===== src/rtl/gc_response_rx_if.sv =====
// Bundle between the GameCube response receiver and its host-side logic.
// The master drives the line sample and arm; the receiver (slave) reports results.
interface gc_response_rx_if #(
    parameter int unsigned NBITS = 64
);
    logic             data_in;
    logic             arm;
    logic             busy;
    logic             resp_valid;
    logic             resp_error;
    logic [NBITS-1:0] resp_data;
    logic [6:0]       bit_count;

    modport master (
        output data_in, arm,
        input  busy, resp_valid, resp_error, resp_data, bit_count
    );

    modport slave (
        input  data_in, arm,
        output busy, resp_valid, resp_error, resp_data, bit_count
    );
endinterface


===== src/rtl/gc_response_rx.sv =====
// GameCube controller response receiver: decodes NBITS data bits plus stop bit
// from the released single-wire line, sampling each bit a fixed time after its falling edge.
module gc_response_rx #(
    parameter int unsigned SAMPLE_POINT  = 200,
    parameter int unsigned START_TIMEOUT = 10000,
    parameter int unsigned BIT_TIMEOUT   = 1000,
    parameter int unsigned LOW_MAX       = 500,
    parameter int unsigned NBITS         = 64
) (
    input logic            clk100mhz,
    input logic            reset,
    gc_response_rx_if.slave rx
);

    typedef enum logic [2:0] {
        ST_IDLE,
        ST_WAIT_FALL,
        ST_SAMPLE,
        ST_WAIT_RISE,
        ST_DONE,
        ST_ERROR
    } state_e;

    localparam logic [15:0] SAMPLE_LAST = 16'(SAMPLE_POINT - 1);
    localparam logic [15:0] START_LAST  = 16'(START_TIMEOUT - 1);
    localparam logic [15:0] BIT_LAST    = 16'(BIT_TIMEOUT - 1);
    localparam logic [15:0] LOW_LAST    = 16'(LOW_MAX - 1);
    localparam logic [6:0]  NB_DATA     = 7'(NBITS);
    localparam logic [6:0]  NB_STOP     = 7'(NBITS + 1);

    state_e           state_q, state_d;
    logic [15:0]      timer_q, timer_d;
    logic [6:0]       bit_count_q, bit_count_d;
    logic [NBITS-1:0] shreg_q, shreg_d;
    logic [NBITS-1:0] resp_data_q, resp_data_d;
    logic             busy_q, busy_d;
    logic             resp_valid_q, resp_valid_d;
    logic             resp_error_q, resp_error_d;
    logic             sync1_q, s_q, s_prev_q;
    logic             fall;
    logic [15:0]      wait_limit;

    assign fall       = s_prev_q & ~s_q;
    assign wait_limit = (bit_count_q == '0) ? START_LAST : BIT_LAST;

    always_comb begin
        state_d      = state_q;
        bit_count_d  = bit_count_q;
        shreg_d      = shreg_q;
        resp_data_d  = resp_data_q;
        timer_d      = timer_q + 16'd1;

        case (state_q)
            ST_IDLE: begin
                // busy_q still covers the cycle right after DONE, so arm is refused there
                if (rx.arm && !busy_q) begin
                    state_d     = ST_WAIT_FALL;
                    bit_count_d = '0;
                    shreg_d     = '0;
                end
            end
            ST_WAIT_FALL: begin
                if (fall) begin
                    state_d = ST_SAMPLE;
                end else if (timer_q == wait_limit) begin
                    state_d = ST_ERROR;
                end
            end
            ST_SAMPLE: begin
                if (timer_q == SAMPLE_LAST) begin
                    bit_count_d = bit_count_q + 7'd1;
                    if (bit_count_q < NB_DATA) begin
                        shreg_d = {shreg_q[NBITS-2:0], s_q};
                    end
                    if (bit_count_q == NB_DATA && !s_q) begin
                        state_d = ST_ERROR;
                    end else begin
                        state_d = ST_WAIT_RISE;
                    end
                end
            end
            ST_WAIT_RISE: begin
                if (s_q) begin
                    state_d = (bit_count_q == NB_STOP) ? ST_DONE : ST_WAIT_FALL;
                end else if (timer_q == LOW_LAST) begin
                    state_d = ST_ERROR;
                end
            end
            ST_DONE: begin
                resp_data_d = shreg_q;
                state_d     = ST_IDLE;
            end
            default: begin
                state_d = ST_IDLE;
            end
        endcase

        // Low-time budget runs from the falling edge, so SAMPLE->WAIT_RISE keeps counting
        if (state_d == ST_IDLE) begin
            timer_d = '0;
        end else if (state_d != state_q &&
                     !(state_q == ST_SAMPLE && state_d == ST_WAIT_RISE)) begin
            timer_d = '0;
        end

        resp_valid_d = (state_q == ST_DONE);
        resp_error_d = (state_d == ST_ERROR);
        busy_d       = (state_d != ST_IDLE) || (state_q == ST_DONE);
    end

    always_ff @(posedge clk100mhz) begin
        if (reset) begin
            sync1_q      <= 1'b1;
            s_q          <= 1'b1;
            s_prev_q     <= 1'b1;
            state_q      <= ST_IDLE;
            timer_q      <= '0;
            bit_count_q  <= '0;
            shreg_q      <= '0;
            resp_data_q  <= '0;
            busy_q       <= 1'b0;
            resp_valid_q <= 1'b0;
            resp_error_q <= 1'b0;
        end else begin
            sync1_q      <= rx.data_in;
            s_q          <= sync1_q;
            s_prev_q     <= s_q;
            state_q      <= state_d;
            timer_q      <= timer_d;
            bit_count_q  <= bit_count_d;
            shreg_q      <= shreg_d;
            resp_data_q  <= resp_data_d;
            busy_q       <= busy_d;
            resp_valid_q <= resp_valid_d;
            resp_error_q <= resp_error_d;
        end
    end

    assign rx.busy       = busy_q;
    assign rx.resp_valid = resp_valid_q;
    assign rx.resp_error = resp_error_q;
    assign rx.resp_data  = resp_data_q;
    assign rx.bit_count  = bit_count_q;

endmodule


===== src/flat_wrapper.sv =====
// flat-port wrapper written by rule: the top's interface ports become plain ports
module gc_response_rx_flat 
#(
    parameter int unsigned SAMPLE_POINT  = 200,
    parameter int unsigned START_TIMEOUT = 10000,
    parameter int unsigned BIT_TIMEOUT   = 1000,
    parameter int unsigned LOW_MAX       = 500,
    parameter int unsigned NBITS         = 64
)
  (clk100mhz, reset, rx_data_in, rx_arm, rx_busy, rx_resp_valid, rx_resp_error, rx_resp_data, rx_bit_count);
  gc_response_rx_if #(.NBITS(NBITS)) rx_i ();
  input logic clk100mhz;
  input logic reset;
  input wire logic [$bits(rx_i.data_in)-1:0] rx_data_in;
  input wire logic [$bits(rx_i.arm)-1:0] rx_arm;
  output wire logic [$bits(rx_i.busy)-1:0] rx_busy;
  output wire logic [$bits(rx_i.resp_valid)-1:0] rx_resp_valid;
  output wire logic [$bits(rx_i.resp_error)-1:0] rx_resp_error;
  output wire logic [$bits(rx_i.resp_data)-1:0] rx_resp_data;
  output wire logic [$bits(rx_i.bit_count)-1:0] rx_bit_count;
  assign rx_i.data_in = rx_data_in;
  assign rx_i.arm = rx_arm;
  assign rx_busy = rx_i.busy;
  assign rx_resp_valid = rx_i.resp_valid;
  assign rx_resp_error = rx_i.resp_error;
  assign rx_resp_data = rx_i.resp_data;
  assign rx_bit_count = rx_i.bit_count;
  gc_response_rx #(.SAMPLE_POINT(SAMPLE_POINT), .START_TIMEOUT(START_TIMEOUT), .BIT_TIMEOUT(BIT_TIMEOUT), .LOW_MAX(LOW_MAX), .NBITS(NBITS)) u_core (.clk100mhz(clk100mhz), .reset(reset), .rx(rx_i));
endmodule

===== config.mk =====
export PLATFORM = sky130hd
export DESIGN_NAME = gc_response_rx_flat
export DESIGN_NICKNAME = d
export VERILOG_FILES = /design/src/rtl/gc_response_rx_if.sv /design/src/rtl/gc_response_rx.sv /design/src/flat_wrapper.sv
export SDC_FILE = /design/constraint.sdc
export NUM_CORES = 1
export LEC_CHECK = 0
export BUFFER_PORTS_ARGS = -buffer_cell sky130_fd_sc_hd__clkbuf_2
export CORE_AREA = 8 8 154 156
export CTS_CLUSTER_DIAMETER = 30
export DETAILED_ROUTE_END_ITERATION = 12
export DIE_AREA = 0 0 162 164
export PLACE_DENSITY = 0.54
export SLEW_MARGIN = 20
export SYNTH_ARGS = -nofsm -noshare
export SYNTH_HDL_FRONTEND = slang
export SYNTH_SLANG_ARGS = --single-unit

===== constraint.sdc =====
create_clock -name clk100mhz -period 4.2 [get_ports clk100mhz]
set_input_delay 0.21 -clock clk100mhz [delete_from_list [all_inputs] [get_ports clk100mhz]]
set_output_delay 0.21 -clock clk100mhz [all_outputs]
set_load 0.02 [all_outputs]

# Word-level counts from Yosys, hierarchy flattened
# Cells that the tools add are included.
dict set report totals {
  elab_cells 64
  reg_bits 160
  in_bits 4
}
dict set report op_classes {
  n_eq_ne 15
  n_reduce_logical 16
  n_mux 17
  n_lt_le_gt_ge 1
  n_addsub 2
  bitwise 2
}
# cell count
set ops {}
lappend ops {{64-bit 2-to-1 mux} 3}
lappend ops {{64-bit case mux with 2 select lines} 1}
lappend ops {{3-bit 2-to-1 mux} 8}
lappend ops {{16-bit by 1-bit adder with 16-bit output, second input constant} 1}
lappend ops {{16-bit equality test} 1}
lappend ops {{16-bit by 8-bit equality test with 1-bit output, second input constant} 1}
lappend ops {{16-bit by 9-bit equality test with 1-bit output, second input constant} 1}
lappend ops {{7-bit equality test, second input constant} 2}
lappend ops {{14-bit 2-to-1 mux} 1}
lappend ops {{7-bit 2-to-1 mux} 2}
lappend ops {{7-bit case mux with 2 select lines} 1}
lappend ops {{3-bit case mux with 4 select lines} 1}
lappend ops {{3-bit by 2-bit equality test with 1-bit output, second input constant} 3}
lappend ops {{7-bit by 1-bit adder with 7-bit output, second input constant} 1}
lappend ops {{7-bit zero test} 1}
lappend ops {{7-bit < comparator, second input constant} 1}
lappend ops {{3-bit equality test, second input constant} 2}
lappend ops {{3-bit zero test} 2}
lappend ops {{2-bit by 1-bit inequality test with 1-bit output, second input constant} 3}
lappend ops {{1-bit logical AND} 4}
lappend ops {{4-bit AND reduction} 1}
lappend ops {{3-bit by 1-bit equality test with 1-bit output, second input constant} 1}
lappend ops {{1-bit zero test} 3}
lappend ops {{3-bit inequality test} 1}
lappend ops {{7 further kinds} 7}

# Logic depth before layout (Yosys ltp)
# Gate-level depths: netlist of run 1.
dict set report depth {
  depth_word 11
  ltp_mapped 9
}

# Least setup slack after synthesis of run 1
# OpenSTA, ideal clock, no wires.
dict set report synth_timing {
  kind {reg-to-reg}
  startpoint {reg u_core.bit_count_q[0], in the netlist u_core.rx.bit_count[0]}
  endpoint {reg u_core.timer_q[10]}
  setup_time_ns 0.065
  path_buffers 1
  path_slack_ns 2.108
  period_less_slack_ns 2.092
  stages_incl_launch_ff 8
  arrival_time_ns 2.027
  required_time_ns 4.135
  cell_sequence {dfxtp_1 -> inv_1 -> ha_1 -> and4_1 -> a221o_1 -> buf_6 -> or4_1 -> nor2_1}
}
dict set report synth_via {
  elab_chain_len 11
  elab_cells_between_ends 20
  classes_between {eq/ne (5); mux (8); reduce/logical (7)}
}
# element line_no
set synth_rtl {}
lappend synth_rtl {{start, declared} gc_response_rx.sv:33} ;# logic [6:0] bit_count_q, bit_count_d;
lappend synth_rtl {{start signal, assigned} gc_response_rx.sv:130} ;# bit_count_q <= bit_count_d;
lappend synth_rtl {{7-bit zero test} gc_response_rx.sv:44} ;# assign wait_limit = (bit_count_q == '0) ? START_LAST : BIT_LAST;
lappend synth_rtl {{14-bit 2-to-1 mux} gc_response_rx.sv:44}
lappend synth_rtl {{16-bit equality test} gc_response_rx.sv:65} ;# end else if (timer_q == wait_limit) begin
lappend synth_rtl {{3-bit 2-to-1 mux} gc_response_rx.sv:65}
lappend synth_rtl {{3-bit 2-to-1 mux} gc_response_rx.sv:63} ;# if (fall) begin
lappend synth_rtl {{3-bit case mux with 4 select lines (*)} gc_response_rx.sv:53} ;# case (state_q)
lappend synth_rtl {{3-bit by 2-bit equality test with 1-bit output} gc_response_rx.sv:102} ;# !(state_q == ST_SAMPLE && state_d == ST_WAIT_RISE)) begin
lappend synth_rtl {{1-bit logical AND} gc_response_rx.sv:102}
lappend synth_rtl {{1-bit zero test} gc_response_rx.sv:102}
lappend synth_rtl {{1-bit logical AND} gc_response_rx.sv:101} ;# end else if (state_d != state_q &&
lappend synth_rtl {{3-bit OR reduction (no line) (*)} -}
lappend synth_rtl {{end signal, assigned} gc_response_rx.sv:129} ;# timer_q <= timer_d;
lappend synth_rtl {{end, declared} gc_response_rx.sv:32} ;# logic [15:0] timer_q, timer_d;
# Every way passes the cells marked *; elsewhere a longest branch is shown, timed or not.
# A chain may end at the register's enable or synchronous reset.

# Worst setup path after layout of run 1
dict set report layout_timing {
  startpoint {reg u_core.timer_q[0]}
  endpoint {reg u_core.shreg_q[45]}
}
dict set report layout_via {
  elab_chain_len 3
}
# element line_no
set layout_rtl {}
lappend layout_rtl {{16-bit by 8-bit equality test with 1-bit output} gc_response_rx.sv:70} ;# if (timer_q == SAMPLE_LAST) begin
lappend layout_rtl {{2-bit by 1-bit inequality test with 1-bit output (no line)} -}
lappend layout_rtl {{4-bit AND reduction (no line)} -}
lappend layout_rtl {{end signal, assigned} gc_response_rx.sv:131} ;# shreg_q <= shreg_d;
lappend layout_rtl {{end, declared} gc_response_rx.sv:34} ;# logic [NBITS-1:0] shreg_q, shreg_d;
# No other way between the ends.

==> flow_metrics.py, run 1 <==
metrics = {
    "status": {
        "status": "finished clean",
    },
    "synthesis": {
        "ys_async_sr_fraction": 0,
        "syn_nets": 781,
        "synth-edff-count": 0,
        "seq_area_frac_synth": 0.512,
        "syn_inst": 773,
        "synth_flop_cell": "dfxtp_1",
        "ys_types": 46,
        "synth_area_um2": 6260,
        "synth_warnings": 0,
        "syn_avg_cell_area_um2": 8.10,
        "synth_seq_cells": 160,
    },
    "critical_path": {
        "crit-reg2reg-launch": "u_core.timer_q[0]",
        "critPathTopFamily": "simple AND/OR/NAND/NOR gates",
        "critical_path.startpoint_type": "flip-flop",
        "cp_slowest_cell": "and2_2",
        "path_buf_inv": 1,
        "crit_path_cell_trace": "ha_1 -> nor3b_1 -> nand4_1 -> o21ai_1 -> and2_2 -> buf_12 -> nand3_1 -> a21oi_1",
        "cp-startpoint": "u_core.timer_q[0]",
        "r2r_cells": 8,
        "crit_type": "flip-flop to flip-flop",
        "required_ns": 4.54,
        "cp_num_cells": 8,
        "max_stage_delay_ns": 0.67,
        "crit_path_end_kind": "flip-flop",
        "critical_path_arrival_ns": 3.55,
        "critPathMaxFanout": 38,
    },
    "grt": {
        "grt.total_usage": 0.118,
        "antenna_found_initial": 0,
        "grt-ovfl-total": 0,
        "grt_first_pass_wirelength_um": 25800,
        "grt_pass1_vias": 5144,
        "grt_max_degree": 99,
    },
    "sta": {
        "rsz0062_at_grt": "false",
        "finalSetupViolations": 0,
        "min_period_ns": 3.20,
        "hold_violations": 0,
        "max_freq_ghz": 0.312,
        "tns_ns": 0,
        "skew_ns": 0.0123,
        "worst_slew_pin_slew_ns": 1.03,
        "drv_slew": 0,
        "slew_headroom": 0.307,
        "post-route-period-util": 0.763,
    },
    "placement": {
        "dp_hpwl_um": 9550,
        "gp_congestion": 0.795,
        "portBuffers": 77,
    },
    "clocking": {
        "cts-buffers-inserted": 17,
        "htree_levels": 4,
        "clk_latency_ns": 0.43,
        "cts_resized": 0,
        "clockRootBuffer": "clkbuf_16",
        "holdBufCountCts": 0,
        "cts_tree": "built",
        "cts_sinks": 160,
        "path_clk_slew_ns": 0.06,
        "cts_setup_buffers": 0,
        "clk_path_buf_depth": 2,
    },
    "finish": {
        "antenna_cells": 0,
        "layout.nets": 826,
        "nFillCells": 2358,
        "drive_gt1_frac": 0.156,
        "final_common_cell": "nand2_1",
        "syn_to_final_growth_pct": 18.2,
        "layout_common_cells": "204 x nand2_1, 160 x dfxtp_1, 132 x a21oi_1",
    },
    "die": {
        "die-area_um2": 26600,
        "die_x_um": 162,
        "row_count": 54,
        "io_pins": 78,
        "start_util": 0.293,
        "die_h_um": 164,
        "core_region_area_um2": 21400,
    },
    "routing": {
        "drt_iter0_drc": 316,
        "dr_wl_met2_um": 7160,
        "drc": 0,
        "top_layer": "met4",
        "wl_per_cell_um": 13.9,
        "num_vias": 5221,
        "wl_met1_um": 7510,
        "ant_nets": 0,
        "dr.pass1.iters": 4,
        "drt_wl_total_um": 15500,
        "vias_per_cell": 4.70,
        "wl_met3_um": 578,
    },
    "power_and_ir_drop": {
        "ir_drop_v": 0.000243,
        "p_per_area_nw_per_um2": 437,
        "finalPower_mw": 3.23,
        "total_leakage_power_nw": 2.54,
    },
    "run": {
        "cap_violations": 0,
    },
    "worst_hold_path": {
        "holdPathStages": 2,
        "min_from": "rx_data_in",
        "hold_path.class": "input pin to flip-flop",
    },
}
-- stage by stage --
stage | setup slack (ns) | hold WS (ns) | cells | instance area (um2) | utilization
floorplan | 2.11 | 0.314 | 773 | 6260 | -
global placement | 1.15 | 0.394 | 1079 | 6810 | 0.319
detailed placement | 1.02 | 0.392 | 1079 | 6810 | 0.319
CTS | 1.01 | 0.0296 | 1111 | 7400 | 0.347
global route | 0.689 | 0.0468 | 1111 | 7400 | 0.347
finish | 0.997 | 0.0499 | 1111 | 7400 | 0.347
-- logic make-up (layout without fill, tap and decap cells) --
kind of cell               count (synthesis)  after routing  synth area share
AOI/OAI and AO/OA                        145            145             0.124
xor gates and xnor gates                  19             19            0.0266
adders and majority gates                  4              4           0.00799
buffers and inverters                     66            124            0.0500
DFF                                      160            160             0.512
muxes                                      1              1           0.00160
and+or+nand+nor                          378            378             0.278
-- final cells by class --
cell class / count / area (um2) / area share
sequential: 160 / 3200 / 0.433
multi-input combinational: 547 / 2760 / 0.373
timing repair buffer: 84 / 465 / 0.0629
clock buffer: 22 / 464 / 0.0627
tap: 280 / 350 / 0.0474
clock inverter: 10 / 128 / 0.0173
inverter: 8 / 30.0 / 0.00406
-- Yosys cell counts (3+ instances only) --
cell,instances,share of area
nand3_1,72,0.058
inv_1,7,0.0042
nor4_1,6,0.0060
or4_1,11,0.013
xnor2_1,6,0.0084
a21oi_1,132,0.11
nand4_1,8,0.0080
buf_2,10,0.0080
and4_1,4,0.0056
or2_2,4,0.0040
buf_4,5,0.0060
and3_1,5,0.0050
nand2b_1,3,0.0030
nand2_1,206,0.12
ha_1,4,0.0080
nor2_1,34,0.020
nor4b_1,3,0.0042
dfxtp_1,160,0.51
clkbuf_1,36,0.022
or3_1,4,0.0040
buf_6,4,0.0072
xor2_1,13,0.018
a31oi_1,3,0.0030
nor3_1,4,0.0032
-- per-layer routing --
| metal | track usage | vias to the layer above |
|---|---|---|
| met5 | 0 | - |
| li1 | - | 2708 |
| met3 | 0.0313 | 17 |
| met2 | 0.191 | 73 |
| met1 | 0.147 | 2423 |
| met4 | 0.0459 | 0 |
-- flip-flops by register name, indices dropped and copies added, names as in the netlist --
| name | count |
|---|---|
| u_core.rx.bit_count | 7 |
| u_core.rx.busy | 1 |
| u_core.rx.resp_data | 64 |
| u_core.rx.resp_error | 1 |
| u_core.rx.resp_valid | 1 |
| u_core.s_prev_q | 1 |
| u_core.s_q | 1 |
| u_core.shreg_q | 64 |
| u_core.state_q | 3 |
| u_core.sync1_q | 1 |
| u_core.timer_q | 16 |
-- power by group --
group          switching (mW)  internal, mW
logic                   0.114        0.0285
clock network           0.644         0.916
registers             0.00731          1.52
-- worst paths after layout --
check	end	slack [ns]
setup / recovery	u_core.shreg_q[45]	1.0
hold / removal	u_core.sync1_q	0.05
setup reg to reg	u_core.shreg_q[45]	1.0
hold reg to reg	u_core.s_q	0.41
Note: power is estimated with default switching activity, not from simulation.
==> run 2: changes to the inputs <==
==> constraint.sdc (replaced) <==
create_clock -name clk100mhz -period 3.2 [get_ports clk100mhz]
set_input_delay 0.16 -clock clk100mhz [delete_from_list [all_inputs] [get_ports clk100mhz]]
set_output_delay 0.16 -clock clk100mhz [all_outputs]
set_load 0.02 [all_outputs]
==> run 2 against run 1 <==
Compared with the run above: non-clock buffer count rose by 5; critical path type unchanged; sequential power rose by 31%; via count hardly changed.
==> flow_metrics.py, run 2 (synthesis gave the netlist of run 1 again) <==
metrics = {
    "clocking": {
        "clockRootBuffer": "clkbuf_16",
        "clk_latency_ns": 0.43,
        "htree_levels": 4,
        "clk_path_buf_depth": 2,
        "path_clk_slew_ns": 0.06,
        "cts_resized": 0,
        "holdBufCountCts": 1,
        "cts_sinks": 160,
        "cts-buffers-inserted": 17,
        "cts_tree": "built",
        "cts_setup_buffers": 0,
    },
    "sta": {
        "max_freq_ghz": 0.398,
        "skew_ns": 0.0152,
        "whs_ns": 0.309,
        "tns_ns": 0,
        "drv_slew": 0,
        "hold_violations": 0,
        "slew_headroom": 0.418,
        "min_period_ns": 2.51,
        "finalSetupViolations": 0,
        "rsz0062_at_grt": "false",
        "worst_slack_ns": 0.688,
        "post-route-period-util": 0.785,
        "worst_slew_pin_slew_ns": 0.874,
    },
    "placement": {
        "portBuffers": 77,
        "dp_hpwl_um": 9500,
        "dp_slack_ns": 0.680,
        "gp_congestion": 0.800,
    },
    "finish": {
        "drive_gt1_frac": 0.159,
        "final_common_cell": "nand2_1",
        "multi_input_area_um2": 2760,
        "antenna_cells": 0,
        "syn_to_final_growth_pct": 19.6,
        "layout.nets": 831,
        "register_area_um2": 3200,
        "layout_common_cells": "204 x nand2_1, 160 x dfxtp_1, 132 x a21oi_1",
        "nFillCells": 2304,
    },
    "power_and_ir_drop": {
        "swShare": 0.219,
        "intPower_mw": 3.41,
        "finalPower_mw": 4.37,
        "p_per_area_nw_per_um2": 583,
        "clockPowerShare": 0.495,
        "ir_drop_v": 0.000315,
        "p_switching_mw": 0.958,
        "p_seq_frac": 0.460,
        "comb_power_share": 0.044,
        "total_leakage_power_nw": 2.59,
    },
    "critical_path": {
        "path_buf_inv": 2,
        "crit_path_cell_trace": "ha_1 -> nor3b_1 -> nand4_1 -> o21ai_1 -> buf_4 -> and2_2 -> buf_12 -> nand3_1 -> a21oi_1",
        "critical_path.startpoint_type": "flip-flop",
        "critPathTopFamily": "simple AND/OR/NAND/NOR gates",
        "crit_path_end_kind": "flip-flop",
        "max_stage_delay_ns": 0.36,
        "r2r_cells": 9,
        "required_ns": 3.55,
        "crit_type": "flip-flop to flip-flop",
        "cp_num_cells": 9,
        "critical_path_arrival_ns": 2.86,
        "critPathMaxFanout": 64,
        "cp_slowest_cell": "dfxtp_1",
    },
    "die": {
        "start_util": 0.293,
        "die_h_um": 164,
        "row_count": 54,
        "core_region_area_um2": 21400,
        "die-area_um2": 26600,
        "io_pins": 78,
        "die_x_um": 162,
    },
    "grt": {
        "grt_pass1_vias": 5044,
        "grt.total_usage": 0.119,
        "grt_max_degree": 86,
        "antenna_found_initial": 0,
        "grt_first_pass_wirelength_um": 25700,
        "grt-ovfl-total": 0,
    },
    "worst_hold_path": {
        "hold_path.class": "input pin to flip-flop",
        "holdPathStages": 2,
    },
    "routing": {
        "ant_nets": 0,
        "drt_wl_total_um": 15300,
        "drt_iter0_drc": 425,
        "wl_per_cell_um": 13.8,
        "dr.pass1.iters": 6,
        "num_vias": 5217,
        "vias_per_cell": 4.68,
        "drc": 0,
    },
    "run": {
        "cap_violations": 0,
    },
    "status": {
        "status": "finished clean",
    },
}
## run 2: cell count changes in the layout (fill, tap and decap cells not counted), sizes merged
cell and change:
clkinv +1, buf +4, bufinv +2, inv -2, dlygate4sd3 +1, clkinvlp -3
## run 2: layout make-up
type	instances	share of cell area
sequential	160	0.428
multi-input combinational	547	0.368
timing repair buffer	89	0.0692
clock buffer	22	0.0633
tap	280	0.0468
clock inverter	8	0.0206
inverter	8	0.00401
## run 2: through the flow
step            util  std cells  cell area (um2)
5_1_grt        0.351       1114             7490
6_report       0.351       1114             7490
2_1_floorplan      -        773             6260
4_1_cts        0.351       1114             7490
3_5_place_dp   0.321       1083             6850
3_3_place_gp   0.321       1083             6850
## run 2: worst paths after layout
check / start / end / slack, ns
worst min-delay path: reset / u_core.rx.resp_valid / 0.31
worst max-delay path: u_core.timer_q[0] / u_core.shreg_q[27] / 0.69
worst max register to register: u_core.timer_q[0] / u_core.shreg_q[27] / 0.69
worst min register to register: u_core.sync1_q / u_core.s_q / 0.43
## run 2: power groups by stage
stage	sequential, mW	combinational [mW]	clock [mW]
final	2.01	0.194	2.16
after global routing	2.01	0.214	2.31
after CTS	2.01	0.198	2.23
after detailed placement	2.05	0.196	0
after global placement	2.05	0.199	0
after floorplan	2.05	0.149	0
## run 2: layer usage
layer | part of all wire | GRT usage | up-vias
met5 | 0 | 0 | -
met3 | 0.052 | 0.0373 | 22
met2 | 0.47 | 0.192 | 88
met1 | 0.46 | 0.144 | 2400
li1 | - | - | 2707
met4 | 0.019 | 0.0492 | 0
